===== src/rtl/uP_pkg.sv =====
// Shared definitions for the uP datapath: data width and the read-response owner tag.
package uP_pkg;

    localparam int DW = 4;

    typedef enum logic [1:0] {
        OWN_NONE = 2'd0,
        OWN_CORE = 2'd1,
        OWN_DBG  = 2'd2
    } rd_owner_t;

endpackage : uP_pkg


===== src/rtl/ram_arbiter.sv =====
// Single-port RAM arbiter between the uP core and the debug port, sitting between
// the decode stage and the RAM. One access per cycle, debug starvation bounded.
module ram_arbiter
    import uP_pkg::*;
#(
    parameter int STARVE_MAX = 4,
    parameter int AW         = 12
) (
    input  logic          clk,
    input  logic          rst_n,

    input  logic          core_req,
    input  logic          core_we,
    input  logic [AW-1:0] core_addr,
    input  logic [DW-1:0] core_wdata,
    output logic          core_hold,
    output logic [DW-1:0] core_rdata,

    input  logic          dbg_valid,
    input  logic          dbg_we,
    input  logic [AW-1:0] dbg_addr,
    input  logic [DW-1:0] dbg_wdata,
    input  logic          dbg_lock,
    output logic          dbg_ready,
    output logic          dbg_rvalid,
    output logic [DW-1:0] dbg_rdata,

    output logic          ram_cs,
    output logic          ram_we,
    output logic [AW-1:0] ram_addr,
    output logic [DW-1:0] ram_wdata,
    input  logic [DW-1:0] ram_rdata
);

    localparam logic [3:0] STARVE_LIM = 4'(STARVE_MAX);

    logic          w_starve_hit;
    logic          w_grant_dbg;
    logic          w_grant_core;
    rd_owner_t     w_rd_owner_nxt;

    logic [3:0]    r_starve_cnt;
    rd_owner_t     r_rd_owner;
    logic [DW-1:0] r_core_rdata;
    logic [DW-1:0] r_dbg_rdata;

    // Grant decision; reset masks both grants so the RAM stays quiet.
    always_comb begin
        w_starve_hit = (r_starve_cnt == STARVE_LIM);
        w_grant_dbg  = rst_n & dbg_valid & (dbg_lock | ~core_req | w_starve_hit);
        w_grant_core = rst_n & core_req & ~w_grant_dbg;
        core_hold    = rst_n & core_req & ~w_grant_core;
        dbg_ready    = w_grant_dbg;
    end

    // Route the granted side onto the RAM port.
    always_comb begin
        ram_cs    = 1'b0;
        ram_we    = 1'b0;
        ram_addr  = '0;
        ram_wdata = '0;
        if (w_grant_dbg) begin
            ram_cs    = 1'b1;
            ram_we    = dbg_we;
            ram_addr  = dbg_addr;
            ram_wdata = dbg_wdata;
        end else if (w_grant_core) begin
            ram_cs    = 1'b1;
            ram_we    = core_we;
            ram_addr  = core_addr;
            ram_wdata = core_wdata;
        end else begin
            ram_cs    = 1'b0;
            ram_we    = 1'b0;
        end
    end

    // Tag the owner of this cycle's read so next cycle's RAM data is steered.
    always_comb begin
        w_rd_owner_nxt = OWN_NONE;
        if (w_grant_dbg && !dbg_we) begin
            w_rd_owner_nxt = OWN_DBG;
        end else if (w_grant_core && !core_we) begin
            w_rd_owner_nxt = OWN_CORE;
        end else begin
            w_rd_owner_nxt = OWN_NONE;
        end
    end

    // Debug starvation counter: counts core wins while debug is waiting.
    always_ff @(posedge clk) begin
        if (!rst_n) begin
            r_starve_cnt <= 4'd0;
        end else if (w_grant_dbg || !dbg_valid) begin
            r_starve_cnt <= 4'd0;
        end else if (w_grant_core && (r_starve_cnt < STARVE_LIM)) begin
            r_starve_cnt <= r_starve_cnt + 4'd1;
        end else begin
            r_starve_cnt <= r_starve_cnt;
        end
    end

    // Read owner tag plus last-value holding registers for both read paths.
    always_ff @(posedge clk) begin
        if (!rst_n) begin
            r_rd_owner   <= OWN_NONE;
            r_core_rdata <= '0;
            r_dbg_rdata  <= '0;
        end else begin
            r_rd_owner <= w_rd_owner_nxt;
            case (r_rd_owner)
                OWN_CORE: r_core_rdata <= ram_rdata;
                OWN_DBG:  r_dbg_rdata  <= ram_rdata;
                default: begin
                    r_core_rdata <= r_core_rdata;
                    r_dbg_rdata  <= r_dbg_rdata;
                end
            endcase
        end
    end

    // RAM data is forwarded in the response cycle; a reset drops any pending response.
    always_comb begin
        core_rdata = r_core_rdata;
        dbg_rdata  = r_dbg_rdata;
        dbg_rvalid = 1'b0;
        if (!rst_n) begin
            dbg_rvalid = 1'b0;
        end else begin
            case (r_rd_owner)
                OWN_CORE: core_rdata = ram_rdata;
                OWN_DBG: begin
                    dbg_rdata  = ram_rdata;
                    dbg_rvalid = 1'b1;
                end
                default: dbg_rvalid = 1'b0;
            endcase
        end
    end

endmodule : ram_arbiter

===== config.mk =====
export PLATFORM = sky130hd
export DESIGN_NAME = ram_arbiter
export DESIGN_NICKNAME = d
export VERILOG_FILES = /design/src/rtl/uP_pkg.sv /design/src/rtl/ram_arbiter.sv
export SDC_FILE = /design/constraint.sdc
export NUM_CORES = 1
export LEC_CHECK = 0
export ABC_CLOCK_PERIOD_IN_PS = 1400
export CORE_ASPECT_RATIO = 1.1
export CORE_UTILIZATION = 32
export CTS_BUF_LIST = sky130_fd_sc_hd__clkbuf_4 sky130_fd_sc_hd__clkbuf_8
export DETAILED_ROUTE_END_ITERATION = 8
export GPL_TIMING_DRIVEN = 0
export PLACE_DENSITY = 0.9
export SYNTH_ARGS = -nofsm -noshare
export SYNTH_HDL_FRONTEND = slang
export SYNTH_SLANG_ARGS = --single-unit

===== constraint.sdc =====
create_clock -name clk -period 1.4 [get_ports clk]
set_clock_uncertainty 0.15 [all_clocks]
set_input_delay 0.28 -clock clk [delete_from_list [all_inputs] [get_ports clk]]
set_output_delay 0.28 -clock clk [all_outputs]
set_load 0.05 [all_outputs]

==> run_results.csv <==
group,metric,value,unit
cts,clock_latency,270,ps
final_layout,final_cell_area,0.00229,mm²
worst_setup_path,crit_fanout,5,
worst_setup_path,cp-start-kind,"flop",
grt,grt_antenna_before_repair,0,
cts,cts_tree,"built",
cts,cts_made_buffers,3,
grt,grt_max_degree,11,
worst_setup_path,setup.worst_path.start,"r_starve_cnt[1]$_SDFFE_PP0P_",
power,irDropWorstVdd,0.000443,V
place,hpwl,2740,µm
place,pre_cts_ws,-1490,ps
final_layout,final_nets,260,
grt,grt_pass1_wl,6040,µm
timing,whs,249,ps
cts,cts.htree.levels,1,
logic_synthesis,yosysWarnings,0,
logic_synthesis,ys_ff_latch,14,
logic_synthesis,synth_top_area_share,27.5,%
outcome,violations,"negative setup slack",
timing,max_freq,471,MHz
timing,hold_violations,0,
cts,cts.sinks,14,
route,ant_nets,0,
worst_hold_path,hold_class,"input port to flop",
final_layout,instances_no_fill,247,
cts,cts-root-buf,"clkbuf_4",
place,place_area,0.00209,mm²
grt,first_global_vias,1300,
worst_hold_path,hold_start,"rst_n",
worst_setup_path,ff2ff_path_depth,6,
final_layout,layout-drive-gt1-share,45.5,%
worst_setup_path,worstReg2RegStart,"r_starve_cnt[1]$_SDFFE_PP0P_",
timing,grt_setup_unrepaired,"yes",
floorplanning,pin_count,72,
route,vias,1277,
power,p_leak,0.925,nW
floorplanning,start_util,33.5,%
logic_synthesis,async_flop_share,0,%
route,viasPerCell,5.17,
logic_synthesis,synth_fp_nets,174,
timing,setup_viol,32,
grt,grt_overflow,0,
floorplanning,die_y,61.2,µm
route,wl_per_cell,15.4,µm
logic_synthesis,synth-edff-count,0,
place,place_inst,234,
route,first_pass_iters,4,
timing,relSlewSlack,82.8,%
grt,grt.total_usage,22.8,%
logic_synthesis,syn_area_per_cell,7.91,µm²
timing,slew_violations,0,
worst_setup_path,cp.arrival,1690,ps
worst_setup_path,reg2reg_slack,-160,ps
logic_synthesis,netlist_area,0.00102,mm²
timing,tightest_slew,257,ps
final_layout,num_antenna_cells,0,
worst_setup_path,worstPathRequired,970,ps
place,portBuffers,71,
power,finalPower,1.35,mW
route,post-route-drc-count,0,
floorplanning,die-area,0.00342,mm²
logic_synthesis,yosysUniqueCellTypes,28,
final_layout,area_growth,124,%
logic_synthesis,ys_seq_area_share,27.5,%
cts,cts_hold_buf,0,
logic_synthesis,ys.flop_type,"dfxtp_1",
route,routed_wl,3810,µm
timing,fin_setup_tns,-17220,ps
final_layout,final_common_cell,"clkdlybuf4s50_1",
floorplanning,die_x,55.9,µm
floorplanning,rows,21,
worst_setup_path,cp-end-kind,"output port",
outcome,status,"finished, violations left",
logic_synthesis,synthCells,129,
floorplanning,core-area,0.00305,mm²
worst_setup_path,r2r_end,"r_starve_cnt[2]$_SDFFE_PP0P_",
final_layout,final_core_util,75.2,%
timing,fin_crit_sh,152,%
worst_setup_path,crit_end,"ram_addr[3]",
place,gp_congestion,0.823,
final_layout,layout_common_cells,"clkdlybuf4s50_1, nand2_1, buf_6",
power,p_per_area,588,mW/mm²
run,drv_cap,0,
timing,worst_slack,-725,ps
logic_synthesis,synth_area_leaders,"dfxtp_1, nand2_1, o22ai_1",
worst_setup_path,crit_type,"flop to output port",
timing,period_needed,2120,ps
logic_synthesis,yosys.area.top_type,"dfxtp_1",
cts,clk_pin_slew,80,ps
route,drt_iter0_markers,21,
cts,cts.path.max_buffers,2,
## worst min path at each step
stage,endpoint,slack [ps],depth (start not counted)
floorplan,r_rd_owner[0]$_SDFF_PP0_,200,1
CTS,r_starve_cnt[2]$_SDFFE_PP0P_,250,3
finish,r_core_rdata[2]$_SDFF_PN0_,250,3
global route,r_core_rdata[2]$_SDFF_PN0_,240,3
global placement,r_dbg_rdata[0]$_SDFF_PN0_,350,2
detailed placement,r_dbg_rdata[2]$_SDFF_PN0_,360,2
## cells in the mapped netlist, types with 2 or more instances
master and number:
dfxtp_1 14, buf_4 3, mux2i_1 8, and3_1 2, buf_6 2, nand3b_1 2, ha_1 2, nand2_1 35
and2_1 3, o22ai_1 17, mux2_2 8, clkbuf_2 2, buf_2 4, inv_1 4, nor3b_1 2, nor2b_1 9
## final cells by class
cell class                      instances  area (µm²)
Multi-Input combinational cell        100         945
Timing Repair Buffer                   82         858
Fill cell                             211         757
Sequential cell                        14         285
Buffer                                 10         120
Tap cell                               34        42.5
Clock buffer                            3        22.5
Inverter                                4        17.5
## worst max-delay path, stage by stage (launching register included)
cell and delay (ps):
dfxtp_2 330, inv_2 60, ha_4 120, nand3b_1 170, and2_4 240, buf_16 150, o22ai_4 160, buf_6 180
## what timing repair did
item / in CTS / in global routing
endpoints found under the setup margin: 33 / 33
gates cloned: 2 / 0
resized for setup: 218 / 11
pin swaps: 1 / 1
endpoints found under the hold margin: 0 / 0
buffers inserted: 6 / 3
## registers in the layout (all words and copies together) (netlist names)
name,flops
r_dbg_rdata,4
r_starve_cnt,4
r_rd_owner,2
r_core_rdata,4
## layer usage
| metal | global-route usage (%) | share of wire (%) |
|---|---|---|
| met1 | 23.9 | 36 |
| met4 | 8.01 | 0.63 |
| met5 | 0 | 0 |
| met3 | 4.62 | 5.6 |
| met2 | 46.3 | 57 |
## power breakdown
part / total (mW) / internal, mW / switching, mW
Combinational: 0.715 / 0.345 / 0.370
Sequential: 0.413 / 0.408 / 0.00566
Clock: 0.219 / 0.0995 / 0.120
## cell families (layout without fill, tap and decap cells)
logic type | Yosys count | after routing | share of synthesized area (%)
mux | 17 | 17 | 18.1
buf+inv | 15 | 99 | 8.82
simple gates | 60 | 60 | 30.0
compound gates | 20 | 20 | 12.3
xor+xnor | 1 | 1 | 0.858
flops | 14 | 14 | 27.5
fa+ha+maj | 2 | 2 | 2.45
Note: power is estimated with default switching activity, not from simulation.
